File: src/rtl/fw_upload_writer_pkg.sv
// Shared types and constants for the firmware-upload writer: FSM states,
// completion codes and CRC32 (IEEE, reflected) constants.
package fw_upload_writer_pkg;

  typedef enum logic [2:0] {
    S_IDLE  = 3'd0,
    S_LEN   = 3'd1,
    S_DATA  = 3'd2,
    S_WRITE = 3'd3,
    S_CRC   = 3'd4
  } state_t;

  localparam logic [1:0] ERR_OK      = 2'd0;
  localparam logic [1:0] ERR_LEN     = 2'd1;
  localparam logic [1:0] ERR_CRC     = 2'd2;
  localparam logic [1:0] ERR_TIMEOUT = 2'd3;

  localparam logic [31:0] CRC32_POLY = 32'hEDB8_8320;
  localparam logic [31:0] CRC32_INIT = 32'hFFFF_FFFF;
  localparam logic [31:0] CRC32_XOR  = 32'hFFFF_FFFF;

endpackage

File: src/rtl/fw_upload_writer_crc32_byte.sv
// One-byte step of the reflected CRC32: eight unrolled shift/XOR stages.
module fw_upload_writer_crc32_byte
  import fw_upload_writer_pkg::*;
(
  input  logic [31:0] crc_in,
  input  logic [7:0]  data,
  output logic [31:0] crc_out
);

  logic [31:0] c;

  always_comb begin
    c = crc_in ^ {24'h0, data};
    for (int i = 0; i < 8; i++) begin
      c = c[0] ? ((c >> 1) ^ CRC32_POLY) : (c >> 1);
    end
    crc_out = c;
  end

endmodule

File: src/rtl/fw_upload_writer.sv
// Firmware-upload writer: parses [LEN][PAYLOAD][CRC32] from a byte stream,
// packs the payload into little-endian words for program SRAM, reports status.
module fw_upload_writer
  import fw_upload_writer_pkg::*;
#(
  parameter logic [31:0] BASE_ADDR      = 32'h0000_0000,
  parameter logic [31:0] MAX_LEN        = 32'h0008_0000,
  parameter logic [31:0] TIMEOUT_CYCLES = 32'd50_000_000
) (
  input  logic        clk,
  input  logic        resetn,
  input  logic        in_valid,
  input  logic [7:0]  in_data,
  output logic        in_ready,
  output logic        mem_valid,
  output logic [31:0] mem_addr,
  output logic [31:0] mem_wdata,
  output logic [3:0]  mem_wstrb,
  input  logic        mem_ready,
  output logic        busy,
  output logic        done,
  output logic [1:0]  err_code
);

  // Handshakes: a byte moves when in_valid & in_ready at a rising edge; a
  // write moves when mem_valid & mem_ready, and mem_* hold steady until then.

  state_t      state;
  logic [31:0] len;
  logic [31:0] cnt;
  logic [31:0] to_cnt;
  logic [31:0] crc_reg;
  logic [31:0] crc_next;
  logic [23:0] shift;
  logic [1:0]  fld_idx;
  logic [1:0]  lane;
  logic [31:0] fld_word;
  logic        accept;
  logic        counting;

  assign accept   = in_valid & in_ready;
  assign fld_word = {in_data, shift};
  assign lane     = cnt[1:0];
  assign busy     = (state != S_IDLE);
  assign counting = (state == S_LEN) || (state == S_DATA) || (state == S_CRC);

  fw_upload_writer_crc32_byte u_crc (
    .crc_in  (crc_reg),
    .data    (in_data),
    .crc_out (crc_next)
  );

  always_ff @(posedge clk) begin
    if (!resetn) begin
      state     <= S_IDLE;
      in_ready  <= 1'b0;
      mem_valid <= 1'b0;
      mem_addr  <= BASE_ADDR;
      mem_wdata <= '0;
      mem_wstrb <= '0;
      done      <= 1'b0;
      err_code  <= ERR_OK;
      len       <= '0;
      cnt       <= '0;
      to_cnt    <= '0;
      crc_reg   <= CRC32_INIT;
      shift     <= '0;
      fld_idx   <= '0;
    end else begin
      done <= 1'b0;

      // Inter-byte watchdog; WRITE is excluded so a slow memory never trips it.
      if (counting && !accept) begin
        if (to_cnt == TIMEOUT_CYCLES - 32'd1) begin
          to_cnt   <= '0;
          done     <= 1'b1;
          err_code <= ERR_TIMEOUT;
          state    <= S_IDLE;
          in_ready <= 1'b1;
        end else begin
          to_cnt <= to_cnt + 32'd1;
        end
      end else begin
        to_cnt <= '0;
      end

      case (state)
        S_IDLE: begin
          in_ready <= 1'b1;
          if (accept) begin
            shift     <= {in_data, shift[23:8]};
            fld_idx   <= 2'd1;
            err_code  <= ERR_OK;
            crc_reg   <= CRC32_INIT;
            cnt       <= '0;
            mem_addr  <= BASE_ADDR;
            mem_wdata <= '0;
            mem_wstrb <= '0;
            state     <= S_LEN;
          end
        end

        S_LEN: begin
          if (accept) begin
            shift   <= {in_data, shift[23:8]};
            fld_idx <= fld_idx + 2'd1;
            if (fld_idx == 2'd3) begin
              len <= fld_word;
              if (fld_word > MAX_LEN) begin
                done     <= 1'b1;
                err_code <= ERR_LEN;
                state    <= S_IDLE;
              end else if (fld_word == 32'd0) begin
                state <= S_CRC;
              end else begin
                state <= S_DATA;
              end
            end
          end
        end

        S_DATA: begin
          if (accept) begin
            mem_wdata[{lane, 3'b000} +: 8] <= in_data;
            mem_wstrb[lane]                <= 1'b1;
            crc_reg <= crc_next;
            cnt     <= cnt + 32'd1;
            if (lane == 2'd3 || cnt + 32'd1 == len) begin
              mem_valid <= 1'b1;
              in_ready  <= 1'b0;
              state     <= S_WRITE;
            end
          end
        end

        S_WRITE: begin
          if (mem_ready) begin
            mem_valid <= 1'b0;
            mem_addr  <= mem_addr + 32'd4;
            mem_wdata <= '0;
            mem_wstrb <= '0;
            in_ready  <= 1'b1;
            state     <= (cnt == len) ? S_CRC : S_DATA;
          end
        end

        S_CRC: begin
          if (accept) begin
            shift   <= {in_data, shift[23:8]};
            fld_idx <= fld_idx + 2'd1;
            if (fld_idx == 2'd3) begin
              done     <= 1'b1;
              err_code <= (fld_word == (crc_reg ^ CRC32_XOR)) ? ERR_OK : ERR_CRC;
              state    <= S_IDLE;
            end
          end
        end

        default: begin
          state    <= S_IDLE;
          in_ready <= 1'b0;
        end
      endcase
    end
  end

endmodule
File: config.mk
export PLATFORM = sky130hd
export DESIGN_NAME = fw_upload_writer
export DESIGN_NICKNAME = d
export VERILOG_FILES = /design/src/rtl/fw_upload_writer_pkg.sv /design/src/rtl/fw_upload_writer_crc32_byte.sv /design/src/rtl/fw_upload_writer.sv
export SDC_FILE = /design/constraint.sdc
export NUM_CORES = 1
export LEC_CHECK = 0
export CAP_MARGIN = 25
export CORE_ASPECT_RATIO = 0.5
export CORE_UTILIZATION = 35
export CTS_BUF_LIST = sky130_fd_sc_hd__clkbuf_8
export DETAILED_ROUTE_END_ITERATION = 7
export MAX_ROUTING_LAYER = met4
export PLACE_DENSITY = 0.61
export SLEW_MARGIN = 10
export SYNTH_ARGS = -nofsm -noshare
export SYNTH_HDL_FRONTEND = slang
export SYNTH_HIERARCHICAL = 1
export SYNTH_SLANG_ARGS = --single-unit
File: constraint.sdc
create_clock -name clk -period 3.4 [get_ports clk]
set_clock_uncertainty 0.1 [all_clocks]
set_input_delay 0.51 -clock clk [delete_from_list [all_inputs] [get_ports clk]]
set_output_delay 0.51 -clock clk [all_outputs]
set_load 0.02 [all_outputs]
==> results.md <==
Status:
- The run finished with clean final reports.

CTS:
- The count of instances resized after the clock tree is built is 0.
- CTS saw ~230 sinks.
- The number of hold buffers added after CTS was 0.
- The clock edge transition at the registers on the reported setup and hold paths is approximately 0.060 ns.
- The number of buffers inserted during clock tree synthesis is 37.
- The clock insertion delay at the later pin of the skew report is 0.55 ns.
- The root cell of the clock tree is sky130_fd_sc_hd__clkbuf_8.
- The H-tree was split into 2 levels.
- The number of setup buffers added after CTS is 0.
- TritonCTS built the clock tree.
- The buffer levels on the longest clock path is 3.

Route:
- The count of routing violations after the opening detailed-route iteration is 984.
- The first detailed-routing pass ran for 5 iterations.
- The number of vias after detailed routing is 10308.
- In this run the remaining antenna-violating nets after routing total 0.
- After detailed routing, the average wire length per cell comes to 16.5 microns.
- The detailed-route wire length is between 30000 and 40000 microns.
- In the routed design, unresolved DRC markers number 0.
- The number of vias per cell after detailed routing is 5.10.

STA:
- The post-layout minimum cycle time is 3.18 ns.
- The worst hold margin is between 0.2 and 0.25 ns.
- In this run the tightest slew margin relative to its limit is 49.8%.
- Setup repair after global routing left no endpoint under its margin.
- The hold violation total from the final report was 0.
- The share of the cycle needed by the critical path after routing is 93.6%.
- The highest attainable clock frequency is 0.314 GHz.
- The sum of negative setup slack is 0 ns.
- At the pin with the least slew margin, the transition time is 0.746 ns.
- Setup violations remaining at the end of the flow were counted as 0.
- The count of final max-slew check failures is 0.

Synthesis:
- After synthesis, the cell types taking the most area are sky130_fd_sc_hd__dfxtp_1 37%, sky130_fd_sc_hd__xor2_1 8.7%, sky130_fd_sc_hd__nand2_1 6.4%.
- The count of cell types in the netlist is 71.
- The library cell occupying the most area in the post-synthesis netlist is sky130_fd_sc_hd__dfxtp_1.
- The synthesized design contains approximately 230 register bits.
- The proportion of register bits with asynchronous set or reset after synthesis is 0%.
- The synthesized area divided by synthesized cell count is 8.42 sq um.
- Synthesis produced a netlist whose cell count is 1445.
- The dominant register cell in the synthesized netlist is sky130_fd_sc_hd__dfxtp_1.
- In this run the cell area of the synthesized design comes to 12200 sq um.
- After synthesis, the largest area contributor takes up 37.5% of total cell area.
- The number of enable-type register cells in the synthesized netlist is 0.
- The fraction of the yosys area taken by sequential cells is ~37%.
- The total of warnings raised by yosys is 6.

Flow run:
- The max-cap violation count is 0.

Cells and area:
- The area used by multi-input combinational logic is between 7000 and 8000 sq um.
- 0 antenna diodes ended up in the layout.
- At the end of the flow, the number of nets in the layout was 1553.
- The area used by sequential logic in the layout is ~4600 sq um.
- From synthesis to final layout, the design area changed by 18.7%.
- After filler insertion, the fill cell instance count of the layout stands at 3417.
- In the layout the commonest cells are 226 x sky130_fd_sc_hd__dfxtp_1, 208 x sky130_fd_sc_hd__nand2_1, 134 x sky130_fd_sc_hd__nor2_1.
- The most common cell after layout, fill and taps aside is sky130_fd_sc_hd__dfxtp_1.
- Of the cells placed in the final design, the portion with a size suffix greater than 1 is 9.45%.

Placed design:
- The detailed placer's ending HPWL is 23200 microns.
- The routability-driven placement congestion ratio is ~0.9.
- The total of buffers placed on input and output ports is between 80 and 90.

Setup path:
- The worst path arrival time is 3.51 ns.
- At the worst endpoint, the required time is between 3 and 4 ns.
- The critical path is of the reg -> reg type.
- The kind of start point of the critical path is a flop.
- The peak fanout along the critical path is 10.
- STA classifies the critical path endpoint as a flop.

Floorplan:
- The die area is 35600 sq um.
- The number of ports placed on the die boundary is 86.
- The die extent in y is ~130 microns.
- The floorplan step set the die width to between 200 and 300 microns.
- In this run the standard cell core region covers 33600 sq um.
- The initial utilization of the core area, before any placement, comes to between 30% and 40%.
- The number of rows in the core area is 47.

Global route:
- Global routing used approximately a fifth of the available tracks across all layers.
- The first global-routing pass estimated between 50000 and 60000 microns of wire.
- The pin count of the biggest net entering global routing is just under 80.
- The global route total overflow is 0.
- The number of antenna violations at the first check in global routing is 0.
- The via count of the first global-routing pass came to between 9000 and 10000.

Power:
- Summed over all cells, the static leakage comes to about 5.2 nW.
- VDD sags by at most about 0.18 mV.
- For this design the ratio of total power to cell area is 391 nW/um^2.

Hold path:
- The path category of the worst min-delay check is in -> reg.
layer usage:
layer | wire, microns | global-route usage [%] | vias to the layer above | share of wire, %
li1 | - | - | 5153 | -
met1 | 16600 | 27.9 | 4866 | 50
met2 | 14300 | 27.5 | 244 | 43
met3 | 1770 | 3.34 | 45 | 5.3
met4 | 670 | 5.46 | 0 | 2.0
met5 | 0 | - | - | 0
synthesized netlist by cell type, types with 3 or more instances:
| library cell | instances |
|---|---|
| sky130_fd_sc_hd__a211o_1 | 3 |
| sky130_fd_sc_hd__dfxtp_1 | 228 |
| sky130_fd_sc_hd__buf_1 | 3 |
| sky130_fd_sc_hd__and2_1 | 7 |
| sky130_fd_sc_hd__nor4b_1 | 5 |
| sky130_fd_sc_hd__xnor2_2 | 6 |
| sky130_fd_sc_hd__clkbuf_1 | 69 |
| sky130_fd_sc_hd__o21ai_0 | 56 |
| sky130_fd_sc_hd__a22oi_1 | 11 |
| sky130_fd_sc_hd__or4_1 | 5 |
| sky130_fd_sc_hd__o21a_1 | 7 |
| sky130_fd_sc_hd__nand2_1 | 208 |
| sky130_fd_sc_hd__or2_2 | 3 |
| sky130_fd_sc_hd__and3_1 | 16 |
| sky130_fd_sc_hd__nand3b_1 | 3 |
| sky130_fd_sc_hd__xnor3_1 | 10 |
| sky130_fd_sc_hd__nand3_1 | 71 |
| sky130_fd_sc_hd__mux2i_1 | 7 |
| sky130_fd_sc_hd__ha_1 | 7 |
| sky130_fd_sc_hd__a21boi_0 | 90 |
| sky130_fd_sc_hd__xnor2_1 | 63 |
| sky130_fd_sc_hd__nor4_1 | 26 |
| sky130_fd_sc_hd__o211ai_1 | 4 |
| sky130_fd_sc_hd__nand2b_1 | 10 |
| sky130_fd_sc_hd__inv_1 | 12 |
| sky130_fd_sc_hd__nor3_1 | 26 |
| sky130_fd_sc_hd__and4_1 | 11 |
| sky130_fd_sc_hd__xor3_1 | 5 |
| sky130_fd_sc_hd__buf_2 | 12 |
| sky130_fd_sc_hd__nor2b_1 | 23 |
| sky130_fd_sc_hd__xor2_1 | 121 |
| sky130_fd_sc_hd__nand4_1 | 35 |
| sky130_fd_sc_hd__or3_1 | 14 |
| sky130_fd_sc_hd__a21oi_1 | 46 |
| sky130_fd_sc_hd__a21o_1 | 3 |
| sky130_fd_sc_hd__nor3b_1 | 36 |
| sky130_fd_sc_hd__nor2_1 | 134 |
| sky130_fd_sc_hd__a211oi_1 | 3 |
power breakdown:
group	switching [mW]	internal, mW
clock	1.12	1.38
combinational	0.248	0.198
sequential	0.0195	2.68
critical path, stage by stage, from the launching register on:
cell	delay, ns
sky130_fd_sc_hd__dfxtp_1	0.40
sky130_fd_sc_hd__ha_1	0.22
sky130_fd_sc_hd__nand3_2	0.23
sky130_fd_sc_hd__nor4_4	0.38
sky130_fd_sc_hd__buf_4	0.19
sky130_fd_sc_hd__nand2_4	0.08
sky130_fd_sc_hd__or4b_1	0.52
sky130_fd_sc_hd__o41ai_1	0.08
sky130_fd_sc_hd__o211ai_1	0.13
sky130_fd_sc_hd__or4_4	0.47
sky130_fd_sc_hd__a211o_1	0.27
final timing paths:
kind / startpoint / to / slack [ns] / depth (start not counted)
setup / recovery: cnt[0] / in_ready / 0.22 / 10
hold / removal: resetn / mem_addr[2] / 0.20 / 2
setup reg to reg: cnt[0] / in_ready / 0.22 / 10
hold reg to reg: mem_wdata[7] / mem_wdata[7] / 0.36 / 2
kinds of logic after synthesis:
group / share of synthesized area [%]
buf+inv: 3.29
other cells: 0.0308
xor+xnor: 18.0
fa+ha+maj: 0.719
simple gates: 26.8
compound gates: 13.1
flops: 37.5
mux: 0.576
through the flow:
stage               total power [mW]  util [%]  area, sq um  instances  setup slack [ns]
detailed placement              3.20      40.7        13700       1960             0.135
floorplan                       3.06         -        12200       1446             0.356
global route                    5.89      43.0        14400       2021            0.0530
CTS                             5.74      43.0        14400       2021             0.138
global placement                3.21      40.7        13700       1960             0.201
finish                          5.65      43.0        14400       2021             0.219
final cells by class:
cell class / instances / area share, %
Sequential cell: 228 / 31.6
Inverter: 12 / 0.312
Tap cell: 465 / 4.03
Clock inverter: 11 / 0.537
Timing Repair Buffer: 137 / 8.62
Clock buffer: 50 / 4.76
Multi-Input combinational cell: 1118 / 50.1
No activity file was read; power rests on OpenSTA's default activity.
